**config.mk**
```make
export PLATFORM = sky130hd
export DESIGN_NAME = muldiv_exec_unit
export DESIGN_NICKNAME = d
export VERILOG_FILES = /design/src/rtl/muldiv_exec_unit_pkg.sv /design/src/rtl/muldiv_exec_unit_iter_core.sv /design/src/rtl/muldiv_exec_unit.sv
export SDC_FILE = /design/constraint.sdc
export NUM_CORES = 1
export LEC_CHECK = 0
export CORE_MARGIN = 5
export CORE_UTILIZATION = 40
export DETAILED_ROUTE_END_ITERATION = 8
export PLACE_DENSITY_LB_ADDON = 0.12
export SYNTH_ARGS = -nofsm -noshare
export SYNTH_HDL_FRONTEND = slang
export SYNTH_SLANG_ARGS = --single-unit
```
**constraint.sdc**
```tcl
create_clock -name clk -period 5.85 [get_ports clk]
set_input_delay 0.8775 -clock clk [delete_from_list [all_inputs] [get_ports clk]]
set_output_delay 0.8775 -clock clk [all_outputs]
set_load 0.05 [all_outputs]
```
**src/rtl/muldiv_exec_unit_pkg.sv**
```systemverilog
// Shared types and constants for the RV32M/RV64M multiply/divide execute unit.
package muldiv_exec_unit_pkg;

  typedef enum logic [2:0] {
    MUL    = 3'b000,
    MULH   = 3'b001,
    MULHSU = 3'b010,
    MULHU  = 3'b011,
    DIV    = 3'b100,
    DIVU   = 3'b101,
    REM    = 3'b110,
    REMU   = 3'b111
  } muldiv_op_t;

  typedef enum logic [1:0] {
    IDLE,
    CALC,
    DONE
  } muldiv_state_t;

  localparam logic [6:0] M_EXT_FUNC7 = 7'b0000001;

endpackage

```
**src/rtl/muldiv_exec_unit_iter_core.sv**
```systemverilog
// Iterative step datapath: radix-2 shift-add multiply or restoring divide on unsigned magnitudes.
module muldiv_iter_core #(
  parameter int XLEN = 32
) (
  input  logic            clk,
  input  logic            rst_n,
  input  logic            load,
  input  logic            run,
  input  logic            is_div,
  input  logic [XLEN-1:0] a_in,
  input  logic [XLEN-1:0] b_in,
  output logic            last,
  output logic [XLEN-1:0] hi_nxt,
  output logic [XLEN-1:0] lo_nxt
);

  localparam int CNT_W = $clog2(XLEN);

  logic [XLEN-1:0]  hi_q, hi_d, lo_q, lo_d, b_q, b_d;
  logic [CNT_W-1:0] cnt_q, cnt_d;
  logic             div_q, div_d;
  logic [XLEN:0]    sum, shifted;
  logic [XLEN-1:0]  diff;
  logic             ge;

  // hi holds the partial product / running remainder; lo holds the multiplier / dividend-then-quotient.
  always_comb begin
    sum     = {1'b0, hi_q} + (lo_q[0] ? {1'b0, b_q} : '0);
    shifted = {hi_q, lo_q[XLEN-1]};
    ge      = shifted >= {1'b0, b_q};
    diff    = shifted[XLEN-1:0] - b_q;
    if (div_q) begin
      hi_nxt = ge ? diff : shifted[XLEN-1:0];
      lo_nxt = {lo_q[XLEN-2:0], ge};
    end else begin
      hi_nxt = sum[XLEN:1];
      lo_nxt = {sum[0], lo_q[XLEN-1:1]};
    end
  end

  assign last = (cnt_q == CNT_W'(XLEN - 1));

  always_comb begin
    hi_d  = hi_q;
    lo_d  = lo_q;
    b_d   = b_q;
    cnt_d = cnt_q;
    div_d = div_q;
    if (load) begin
      hi_d  = '0;
      lo_d  = a_in;
      b_d   = b_in;
      cnt_d = '0;
      div_d = is_div;
    end else if (run) begin
      hi_d  = hi_nxt;
      lo_d  = lo_nxt;
      cnt_d = cnt_q + CNT_W'(1);
    end
  end

  always_ff @(posedge clk or negedge rst_n) begin
    if (!rst_n) begin
      hi_q  <= '0;
      lo_q  <= '0;
      b_q   <= '0;
      cnt_q <= '0;
      div_q <= 1'b0;
    end else begin
      hi_q  <= hi_d;
      lo_q  <= lo_d;
      b_q   <= b_d;
      cnt_q <= cnt_d;
      div_q <= div_d;
    end
  end

endmodule

```
**src/rtl/muldiv_exec_unit.sv**
```systemverilog
// M-extension multiply/divide execute unit: decode, FSM, handshakes, sign fixup and special cases.
// Optional MULDIV_FAST_MUL_EN: single-cycle multiply in the accept cycle instead of iterating.
module muldiv_exec_unit
  import muldiv_exec_unit_pkg::*;
#(
  parameter int XLEN  = 32,
  parameter int TAG_W = 5
) (
  input  logic             clk,
  input  logic             rst_n,
  input  logic             flush,
  input  logic             in_valid,
  output logic             in_ready,
  input  logic [2:0]       func3,
  input  logic [6:0]       func7,
  input  logic [XLEN-1:0]  rs1,
  input  logic [XLEN-1:0]  rs2,
  input  logic [TAG_W-1:0] rd_tag_in,
  output logic             out_valid,
  input  logic             out_ready,
  output logic [XLEN-1:0]  result,
  output logic [TAG_W-1:0] rd_tag_out,
  output logic             out_err,
  output logic             busy
);

  localparam logic [XLEN-1:0] SMIN = {1'b1, {(XLEN-1){1'b0}}};

  muldiv_state_t    state_q, state_d;
  muldiv_op_t       op_q, op_d, op_in;
  logic             neg_q, neg_d, err_q, err_d;
  logic [XLEN-1:0]  result_q, result_d;
  logic [TAG_W-1:0] tag_q, tag_d;
  logic             a_neg, b_neg, neg_in, is_div_in, is_rem_in, div_zero, div_ovf;
  logic [XLEN-1:0]  a_mag, b_mag;
  logic             core_load, core_run, core_last;
  logic [XLEN-1:0]  core_hi, core_lo;

  // Products negate across the full 2*XLEN width before the field pick; quotient/remainder negate per field.
  function automatic logic [XLEN-1:0] fix_select(input muldiv_op_t op, input logic neg,
                                                  input logic [2*XLEN-1:0] raw);
    logic [2*XLEN-1:0] prod;
    logic [XLEN-1:0]   field;
    prod = neg ? ('0 - raw) : raw;
    case (op)
      MUL:                 field = prod[XLEN-1:0];
      MULH, MULHSU, MULHU: field = prod[2*XLEN-1:XLEN];
      DIV, DIVU:           field = raw[XLEN-1:0];
      default:             field = raw[2*XLEN-1:XLEN];
    endcase
    if (op[2] && neg) field = '0 - field;
    return field;
  endfunction

  always_comb begin
    op_in     = muldiv_op_t'(func3);
    is_div_in = func3[2];
    is_rem_in = func3[2] & func3[1];
    a_neg     = (op_in inside {MUL, MULH, MULHSU, DIV, REM}) & rs1[XLEN-1];
    b_neg     = (op_in inside {MUL, MULH, DIV, REM}) & rs2[XLEN-1];
    a_mag     = a_neg ? ('0 - rs1) : rs1;
    b_mag     = b_neg ? ('0 - rs2) : rs2;
    neg_in    = is_rem_in ? a_neg : (a_neg ^ b_neg);
    div_zero  = is_div_in && (rs2 == '0);
    div_ovf   = (op_in == DIV || op_in == REM) && (rs1 == SMIN) && (rs2 == '1);
  end

`ifdef MULDIV_FAST_MUL_EN
  logic [2*XLEN-1:0] fast_prod;
  assign fast_prod = {{XLEN{1'b0}}, a_mag} * {{XLEN{1'b0}}, b_mag};
`endif

  always_comb begin
    state_d   = state_q;
    op_d      = op_q;
    neg_d     = neg_q;
    err_d     = err_q;
    result_d  = result_q;
    tag_d     = tag_q;
    core_load = 1'b0;
    core_run  = 1'b0;
    case (state_q)
      IDLE: begin
        if (!flush && in_valid) begin
          op_d    = op_in;
          neg_d   = neg_in;
          tag_d   = rd_tag_in;
          err_d   = 1'b0;
          state_d = DONE;
          if (func7 != M_EXT_FUNC7) begin
            result_d = '0;
            err_d    = 1'b1;
          end else if (div_zero) begin
            result_d = is_rem_in ? rs1 : '1;
          end else if (div_ovf) begin
            result_d = is_rem_in ? '0 : rs1;
`ifdef MULDIV_FAST_MUL_EN
          end else if (!is_div_in) begin
            result_d = fix_select(op_in, neg_in, fast_prod);
`endif
          end else begin
            core_load = 1'b1;
            state_d   = CALC;
          end
        end
      end
      CALC: begin
        if (flush) begin
          state_d = IDLE;
        end else begin
          core_run = 1'b1;
          if (core_last) begin
            result_d = fix_select(op_q, neg_q, {core_hi, core_lo});
            state_d  = DONE;
          end
        end
      end
      DONE: begin
        if (flush || out_ready) state_d = IDLE;
      end
      default: state_d = IDLE;
    endcase
  end

  always_ff @(posedge clk or negedge rst_n) begin
    if (!rst_n) begin
      state_q  <= IDLE;
      op_q     <= MUL;
      neg_q    <= 1'b0;
      err_q    <= 1'b0;
      result_q <= '0;
      tag_q    <= '0;
    end else begin
      state_q  <= state_d;
      op_q     <= op_d;
      neg_q    <= neg_d;
      err_q    <= err_d;
      result_q <= result_d;
      tag_q    <= tag_d;
    end
  end

  muldiv_iter_core #(
    .XLEN(XLEN)
  ) u_core (
    .clk    (clk),
    .rst_n  (rst_n),
    .load   (core_load),
    .run    (core_run),
    .is_div (is_div_in),
    .a_in   (a_mag),
    .b_in   (b_mag),
    .last   (core_last),
    .hi_nxt (core_hi),
    .lo_nxt (core_lo)
  );

  assign in_ready   = (state_q == IDLE);
  assign busy       = (state_q != IDLE);
  assign out_valid  = (state_q == DONE);
  assign result     = result_q;
  assign rd_tag_out = tag_q;
  assign out_err    = err_q;

endmodule

```
==> flow_metrics.env, run 1 <==
export IMPL_cts_buffer_depth=2
export IMPL_drc=0
export IMPL_cts_inserted_buffers=17
export IMPL_cts_tree="built"
export IMPL_area_growth_pct=26.3
export IMPL_die_area_um2=46100
export IMPL_clockRootBuffer="clkbuf_16"
export IMPL_die_w_um=215
export IMPL_synth_edff_count=0
export IMPL_dp_hpwl_um=58800
export IMPL_worstReg2RegEnd="result[31]"
export IMPL_vias=18911
export IMPL_netlist_top_cells_area="dfrtp_1 (22%), o21ai_0 (5.8%), a21oi_1 (5.4%)"
export IMPL_post_route_min_period_ps=5750
export IMPL_critPathTopFamily="simple AND/OR/NAND/NOR gates"
export IMPL_ys_flop_type="dfrtp_1"
export IMPL_crit_start="u_core.lo_q[0]"
export IMPL_die_y_um=215
export IMPL_whs_endpoint="result[11]"
export IMPL_syn_area_um2=16800
export IMPL_first_pass_iters=5
export IMPL_critPathBufInv=5
export IMPL_cp_slowest_cell="o41a_1"
export IMPL_ys_seq_area_share_pct=21.8
export IMPL_port_buffers=124
export IMPL_via_per_inst=6.19
export IMPL_syn_area_per_cell_um2=7.58
export IMPL_p_per_area_nw_per_um2=234
export IMPL_diodes=0
export IMPL_yosysUniqueCellTypes=119
export IMPL_ctsHoldBuffers=0
export IMPL_io_pins=125
export IMPL_crit_type="register to register"
export IMPL_power_leakage_nw=9.11
export IMPL_max_freq_mhz=174
export IMPL_grt_pass1_vias=18342
export IMPL_utilization_pct=50.8
export IMPL_grt_pass1_wl_um=112000
export IMPL_status="finished, final reports clean"
export IMPL_worst_path_most_repeated_cell="buf_4"
export IMPL_gp_congestion=0.991
export IMPL_hold_path_class="register to register"
export IMPL_endpoint_kind="register"
export IMPL_min_path_cells=1
export IMPL_rr_startpoint="u_core.lo_q[0]"
export IMPL_place_inst=3003
export IMPL_routed_wl_um=74700
export IMPL_ant_nets=0
export IMPL_wl_per_cell_um=24.5
export IMPL_synth_top_area_share_pct=21.8
export IMPL_drtIter0Drc=1553
export IMPL_grt_max_degree=88
export IMPL_htreeDepth=4
export IMPL_critPathMaxFanout=16
export IMPL_synth_cells=2211
export IMPL_core_area_um2=41700
export IMPL_clkTransAtPathRegs_ps=70
export IMPL_synth_seq_cells=146
export IMPL_maxCapViolCount=0
export IMPL_start_kind="register"
export IMPL_rr_worst_depth=23
export IMPL_yosys_area_top_type="dfrtp_1"
export IMPL_path_cells="buf_4 > and2_1 > ha_1 > buf_4 > nand2_1 > o211ai_1 > and2_1 > o41a_1 > a2111oi_1 > buf_4 > nor3_1 > mux2i_1 > and3_1 > nand3_1 > buf_4 > or3_1 > nand3_1 > and2_4 > nand2_2 > buf_4 > o41ai_4 > mux2i_1 > nand2_1"
export IMPL_max_vdd_ir_drop_mv=0.248
export IMPL_r2r_slack_ps=100
export IMPL_grt_overflow_total=0
export IMPL_min_from="result[11]"
export IMPL_fillers=4116
export IMPL_antenna_found_initial=1
export IMPL_slew_headroom_pct=26.8
export IMPL_hold_ws_ps=494
export IMPL_num_nets_final=2658
export IMPL_critPathMaxStageDelay_ps=550
export IMPL_mostFrequentLayoutCell="buf_4"
export IMPL_clock_latency_ps=490
export IMPL_ys_warn_count=0
export IMPL_maxSlewViolCount=0
export IMPL_async_reset_ff_share_pct=100
export IMPL_syn_nets=2368
export IMPL_fin_crit_sh_pct=98.4
export IMPL_grt_usage_pct=31.4
export IMPL_finalHoldViolCount=0
export IMPL_arrival_ps=6130
export IMPL_drive_above_1_share_pct=18.4
export IMPL_final_cells=3053
export IMPL_cp_data_required_time_ps=6230
export IMPL_start_util_pct=40.2
export IMPL_setup_viol=0
export IMPL_mostFrequentLayoutCells="buf_4 (271), nand2_1 (229), o21ai_0 (192), a21oi_1 (178), nor2_1 (153)"
export IMPL_tightest_slew_ps=1100
export IMPL_rows=75
export IMPL_rsz0062_at_grt="true"
export IMPL_fin_skew_ps=15.2
export IMPL_clock_sinks=146
==> cells by family after synthesis <==
group                    after synthesis  synth area share [%]
AO/OA/AOI/OAI                        775                  31.5
multiplexers                          62                  3.90
XOR/XNOR                             128                  6.69
adder cells (fa/ha/maj)               73                  5.54
flip-flops                           146                  21.8
AND/OR/NAND/NOR                      816                  25.5
buffers and inverters                211                  5.10
==> metal layers <==
layer / vias to the layer above / routed length, um / global-route usage (%) / part of all wire (%)
met1: 9116 / 30800 / 39.6 / 41
met3: 187 / 4170 / 3.80 / 5.6
li1: 8868 / - / - / -
met5: - / 0 / 0 / 0
met4: 0 / 4770 / 18.1 / 6.4
met2: 740 / 35000 / 51.9 / 47
==> worst reg2reg max path, stage by stage (launching register included) <==
cell and delay [ps]:
dfrtp_2 490, buf_4 240, and2_1 220, ha_1 350, buf_4 180, nand2_1 110
o211ai_1 130, and2_1 170, o41a_1 550, a2111oi_1 440, buf_4 180, nor3_1 60
mux2i_1 320, and3_1 240, nand3_1 110, buf_4 200, or3_1 310, nand3_1 270
and2_4 220, nand2_2 70, buf_4 160, o41ai_4 350, mux2i_1 220, nand2_1 60
==> synthesized netlist by cell type, types with 35 or more instances <==
master      n
nand2_1   230
o21ai_0   195
a21oi_1   180
nor2_1    156
dfrtp_1   146
clkbuf_1   99
nor3_1     79
xnor2_1    75
inv_1      72
ha_1       71
nand3_1    69
xor2_1     53
and2_1     48
o221ai_1   44
o21a_1     41
nand4_1    37
a21o_1     36
mux2i_1    35
==> power by group <==
part           leakage (nW)  switching (mW)  internal [mW]
sequential             1.80          0.0742           1.09
clock                 0.281           0.515          0.645
combinational          7.04            1.56           1.06
total                  9.11            2.15           2.79
==> state kept, by name (all words and copies together), names as in the netlist, 2 cells and up <==
signal,cells
op_q,3
rd_tag_out,5
result,32
state_q,2
u_core.b_q,32
u_core.cnt_q,5
u_core.hi_q,32
u_core.lo_q,32
==> repair_timing <==
item	CTS	global route
endpoints found under the setup margin	16	26
buffers inserted	7	11
pin swaps	6	32
gates resized for setup	4	42
==> worst max path at each step <==
stage,slack (ps),cells past startpoint,end
3_3_place_gp,-60,26,result[31]
3_5_place_dp,-160,26,result[23]
6_report,100,23,result[31]
2_1_floorplan,60,23,result[31]
5_1_grt,-190,28,result[26]
4_1_cts,6,26,result[31]
==> area by class of cell <==
class	count	area (um2)	share of cell area [%]
multi-input combinational	1854	12500	59.0
sequential	146	3660	17.3
tap	539	674	3.18
clock inverter	13	153	0.721
clock buffer	19	443	2.09
timing repair buffer	406	3460	16.3
inverter	76	290	1.37
==> metrics by stage <==
| stage | TNS [ps] | total power [mW] | instance area, um2 | worst slack, ps |
|---|---|---|---|---|
| after global routing | -1860 | 5.19 | 21200 | -189 |
| final | 0 | 4.95 | 21200 | 95.5 |
| after global placement | -83.9 | 3.63 | 20200 | -56.7 |
| after detailed placement | -1330 | 3.65 | 20200 | -162 |
| after CTS | 0 | 4.86 | 20900 | 5.72 |
| after floorplan | 0 | 2.65 | 16800 | 64.3 |
Power figures use the tool's default switching activity.
==> run 2: changes to the inputs <==
--- a/config.mk
+++ b/config.mk
@@ -9,6 +9,7 @@
 export CORE_UTILIZATION = 40
 export DETAILED_ROUTE_END_ITERATION = 8
 export PLACE_DENSITY_LB_ADDON = 0.12
+export SETUP_SLACK_MARGIN = 0.1
 export SYNTH_ARGS = -nofsm -noshare
 export SYNTH_HDL_FRONTEND = slang
 export SYNTH_SLANG_ARGS = --single-unit
==> flow_metrics.env, run 2 (synthesized netlist as in run 1, its figures left out) <==
export IMPL_slew_headroom_pct=23.8
export IMPL_fin_skew_ps=13.4
export IMPL_drc=0
export IMPL_clockRootBuffer="clkbuf_16"
export IMPL_first_pass_iters=6
export IMPL_multiInputGateArea_um2=12700
export IMPL_cp_data_required_time_ps=6230
export IMPL_core_area_um2=41700
export IMPL_dp_hpwl_um=60200
export IMPL_num_nets_final=2647
export IMPL_utilization_pct=50.9
export IMPL_crit_type="register to register"
export IMPL_rsz0062_at_grt="true"
export IMPL_via_per_inst=6.25
export IMPL_cts_inserted_buffers=17
export IMPL_die_w_um=215
export IMPL_ant_nets=0
export IMPL_htreeDepth=4
export IMPL_clock_sinks=146
export IMPL_power_leakage_nw=9.06
export IMPL_hold_path_class="primary input to asynchronous set/reset pin"
export IMPL_wl_per_cell_um=25.1
export IMPL_drtIter0Drc=1832
export IMPL_mostFrequentLayoutCell="buf_4"
export IMPL_max_vdd_ir_drop_mv=0.202
export IMPL_fillers=4094
export IMPL_antenna_found_initial=0
export IMPL_start_util_pct=40.2
export IMPL_die_y_um=215
export IMPL_gp_congestion=0.980
export IMPL_grt_pass1_vias=18112
export IMPL_mostFrequentLayoutCells="buf_4 (259), nand2_1 (228), o21ai_0 (186), a21oi_1 (172), nor2_1 (151)"
export IMPL_cts_buffer_depth=2
export IMPL_vias=19008
export IMPL_arrival_ps=6020
export IMPL_grt_usage_pct=31.9
export IMPL_routed_wl_um=76300
export IMPL_final_area_um2=21200
export IMPL_maxCapViolCount=0
export IMPL_grt_pass1_wl_um=114000
export IMPL_seq_area_um2=3660
export IMPL_finalHoldViolCount=0
export IMPL_diodes=0
export IMPL_critPathMaxFanout=7
export IMPL_endpoint_kind="register"
export IMPL_fin_crit_sh_pct=96.4
export IMPL_post_route_min_period_ps=5640
export IMPL_postPlaceCellArea_um2=20100
export IMPL_cts_tree="built"
export IMPL_setup_viol=0
export IMPL_p_per_area_nw_per_um2=234
export IMPL_grt_overflow_total=0
export IMPL_drive_above_1_share_pct=19.1
export IMPL_area_growth_pct=26.6
export IMPL_rows=75
export IMPL_grt_max_degree=79
export IMPL_io_pins=125
export IMPL_clock_latency_ps=490
export IMPL_ctsHoldBuffers=0
export IMPL_hold_ws_ps=410
export IMPL_max_freq_mhz=177
export IMPL_clkTransAtPathRegs_ps=70
export IMPL_tns_ps=0
export IMPL_port_buffers=124
export IMPL_die_area_um2=46100
export IMPL_tightest_slew_ps=1140
export IMPL_start_kind="register"
export IMPL_maxSlewViolCount=0
export IMPL_status="finished, final reports clean"
-- run 2: cell count changes in the layout (fill, tap and decap cells not counted), moves of 3 or more --
cell,change
a21oi_1,-6
o21ai_0,-6
ha_1,-8
o21ai_1,+5
dfrtp_1,-3
ha_4,+7
buf_4,-12
a21oi_2,+6
nor4_1,-3
dfrtp_2,+3
-- run 2: per-layer routing --
metal,routed length (um),global-route usage (%),vias to the layer above
li1,-,-,8850
met1,32100,41.9,9230
met2,36000,52.8,771
met3,4150,3.76,157
met4,4040,14.8,0
met5,0,0,-
-- run 2: worst max-delay path, cell delays in order, from the launching register on --
cell,delay [ps]
dfrtp_2,470
ha_4,290
buf_4,140
nand4_1,180
nor4_2,370
buf_4,180
nand4_1,120
and4_4,250
a21oi_4,230
clkinv_4,90
ha_4,180
o221ai_4,70
buf_6,150
buf_4,110
nor3_1,70
or3_1,350
a21oi_1,150
a21oi_1,110
or3_1,370
o22a_1,190
o211ai_1,170
nand4b_4,190
nor3_4,260
buf_6,170
a31oi_2,90
xnor2_1,260
o221ai_1,140
o21a_1,150
-- run 2: metrics by stage --
step,total power [mW],std cells,worst slack (ps)
floorplan,2.65,2211,118
CTS,4.86,3022,119
finish,4.97,3042,209
global route,5.22,3042,-5.80
global placement,3.67,2987,35.1
detailed placement,3.68,2987,-157
-- run 2: timing repair --
action / CTS / global route
pin swaps: 6 / 43
gates resized for setup: 8 / 78
setup buffers: 3 / 19
setup endpoints to repair: 18 / 23
gates cloned: 0 / 1
hold endpoints to repair: 0 / 0
-- run 2: worst paths after layout --
path / slack [ps] / cells past startpoint / endpoint / from
setup / recovery: 210 / 27 / result[19] / u_core.hi_q[19]
hold / removal: 410 / 1 / result[15] / rst_n
setup reg to reg: 210 / 27 / result[19] / u_core.hi_q[19]
hold reg to reg: 500 / 1 / result[22] / result[22]
max in group asynchronous: 4130 / 2 / u_core.lo_q[28] / rst_n
min in group clk: 500 / 1 / result[22] / result[22]
-- run 2: where the power goes --
group / leakage [nW] / total [mW] / switching, mW / internal (mW)
clock network: 0.271 / 1.14 / 0.546 / 0.596
logic: 7.00 / 2.66 / 1.58 / 1.09
registers: 1.79 / 1.17 / 0.0819 / 1.09
total: 9.06 / 4.97 / 2.20 / 2.77
-- run 2: cell type report --
class,count,area share [%]
repair buffers,395,15.8
inverters,76,1.37
flip-flops and latches,146,17.3
clock buffers,18,2.02
multi-input cells,1854,59.7
clock inverters,14,0.672
well taps,539,3.18
==> run 3: changes to the inputs <==
--- a/config.mk
+++ b/config.mk
@@ -8,6 +8,7 @@
 export CORE_MARGIN = 5
 export CORE_UTILIZATION = 40
 export DETAILED_ROUTE_END_ITERATION = 8
+export DONT_BUFFER_PORTS = 1
 export PLACE_DENSITY_LB_ADDON = 0.12
 export SETUP_SLACK_MARGIN = 0.1
 export SYNTH_ARGS = -nofsm -noshare
==> flow_metrics.env, run 3 (synthesized netlist as in run 1, its figures left out) <==
export IMPL_clkTransAtPathRegs_ps=70
export IMPL_maxCapViolCount=0
export IMPL_htreeDepth=4
export IMPL_worst_slack_ps=149
export IMPL_path_cells="ha_1 > a21oi_1 > and2_1 > a21boi_4 > o31ai_4 > buf_4 > nand2_1 > buf_4 > a32o_1 > o21ai_2 > buf_4 > nor4_4 > buf_4 > buf_6 > buf_4 > a21bo_2 > a32oi_2 > nand3_2 > nor3b_4 > buf_4 > a41oi_2 > xor2_1 > o221ai_1 > o21a_1"
export IMPL_grt_usage_pct=32.8
export IMPL_place_inst=2896
export IMPL_io_pins=125
export IMPL_die_w_um=215
export IMPL_seq_area_um2=3660
export IMPL_grt_pass1_vias=18012
export IMPL_first_pass_iters=5
export IMPL_endpoint_kind="register"
export IMPL_mostFrequentLayoutCell="buf_4"
export IMPL_area_growth_pct=21.4
export IMPL_antenna_found_initial=0
export IMPL_pre_cts_ws_ps=-151
export IMPL_clock_sinks=146
export IMPL_hold_path_class="primary input to asynchronous set/reset pin"
export IMPL_setup_viol=0
export IMPL_vias=18827
export IMPL_p_per_area_nw_per_um2=243
export IMPL_fillers=4235
export IMPL_clock_latency_ps=500
export IMPL_maxSlewViolCount=0
export IMPL_wl_met2_um=36800
export IMPL_clockRootBuffer="clkbuf_16"
export IMPL_worst_path_most_repeated_cell="buf_4"
export IMPL_die_y_um=215
export IMPL_power_leakage_nw=8.82
export IMPL_final_cells=2955
export IMPL_routed_wl_um=78100
export IMPL_cp_data_required_time_ps=6280
export IMPL_max_freq_mhz=175
export IMPL_dp_hpwl_um=62000
export IMPL_status="finished, final reports clean"
export IMPL_via_per_inst=6.37
export IMPL_gp_congestion=1.01
export IMPL_drive_above_1_share_pct=21.5
export IMPL_start_util_pct=40.2
export IMPL_tightest_slew_ps=1450
export IMPL_critPathMaxStageDelay_ps=440
export IMPL_crit_type="register to register"
export IMPL_drtIter0Drc=1921
export IMPL_cp_slowest_cell="dfrtp_1"
export IMPL_cts_tree="built"
export IMPL_grt_pass1_wl_um=116000
export IMPL_grt_max_degree=147
export IMPL_num_nets_final=2562
export IMPL_critPathTopFamily="compound AO/OA/AOI/OAI gates"
export IMPL_ctsHoldBuffers=0
export IMPL_total_power_mw=4.95
export IMPL_finalHoldViolCount=0
export IMPL_max_vdd_ir_drop_mv=0.240
export IMPL_critPathBufInv=7
export IMPL_fin_skew_ps=12.4
export IMPL_wl_met1_um=31600
export IMPL_port_buffers=0
export IMPL_drc=0
export IMPL_multiInputGateArea_um2=12700
export IMPL_arrival_ps=6130
export IMPL_utilization_pct=48.8
export IMPL_dr_wl_met3_um=4630
export IMPL_fin_crit_sh_pct=97.5
export IMPL_post_route_min_period_ps=5700
export IMPL_wl_per_cell_um=26.4
export IMPL_top_layer="met4"
export IMPL_slew_headroom_pct=3.16
export IMPL_die_area_um2=46100
export IMPL_grt_overflow_total=0
export IMPL_ant_nets=0
export IMPL_diodes=0
export IMPL_start_kind="register"
export IMPL_rsz0062_at_grt="true"
export IMPL_hold_ws_ps=76.7
export IMPL_cts_buffer_depth=2
export IMPL_critPathMaxFanout=15
export IMPL_rows=75
export IMPL_core_area_um2=41700
export IMPL_cts_inserted_buffers=17
export IMPL_mostFrequentLayoutCells="buf_4 (293), nand2_1 (228), o21ai_0 (191), a21oi_1 (175), nor2_1 (148)"
==> run 3: cell count changes in the layout (fill, tap and decap cells not counted), moves of 4 or more <==
cell and change:
inv_6 -6, buf_6 +5, o21ai_1 -4, clkdlybuf4s50_1 -123, o21ai_0 +5, buf_4 +34
==> run 3: final timing paths <==
| kind | startpoint | end | slack [ps] | depth (start not counted) |
|---|---|---|---|---|
| setup / recovery | u_core.hi_q[3] | result[26] | 150 | 24 |
| hold / removal | rst_n | u_core.b_q[12] | 80 | 0 |
| setup reg to reg | u_core.hi_q[3] | result[26] | 150 | 24 |
| hold reg to reg | u_core.lo_q[17] | u_core.lo_q[17] | 520 | 2 |
| max in group asynchronous | rst_n | result[29] | 5250 | 0 |
| min in group clk | func3[1] | op_q[1] | 500 | 2 |
==> run 3: report_power, final <==
part	total (mW)	switching (mW)	internal, mW
Combinational	2.41	1.37	1.03
Sequential	1.32	0.239	1.08
Clock	1.22	0.509	0.711
Total	4.95	2.12	2.83
==> run 3: layer usage <==
metal / up-vias / GRT usage [%]
met4: 0 / 18.3
met1: 9195 / 40.3
met2: 751 / 54.6
met5: - / 0
li1: 8685 / -
met3: 196 / 5.67
==> run 3: what timing repair did <==
action | 4_1_cts | 5_1_grt
pin swaps | 11 | 54
buffers inserted | 9 | 20
gates resized for setup | 21 | 66
setup endpoints to repair | 24 | 25
==> run 3: layout make-up <==
cell class,instances,share of cell area (%)
Clock inverter,12,0.910
Multi-Input combinational cell,1854,62.3
Timing Repair Buffer,310,12.0
Clock buffer,18,2.11
Inverter,76,1.43
Sequential cell,146,18.0
Tap cell,539,3.31
==> run 3: per-stage QoR <==
stage | area (um2) | TNS [ps]
4_1_cts | 19900 | 0
5_1_grt | 20300 | -1050
2_1_floorplan | 16800 | 0
3_5_place_dp | 19100 | -1480
6_report | 20300 | 0
3_3_place_gp | 19100 | -277
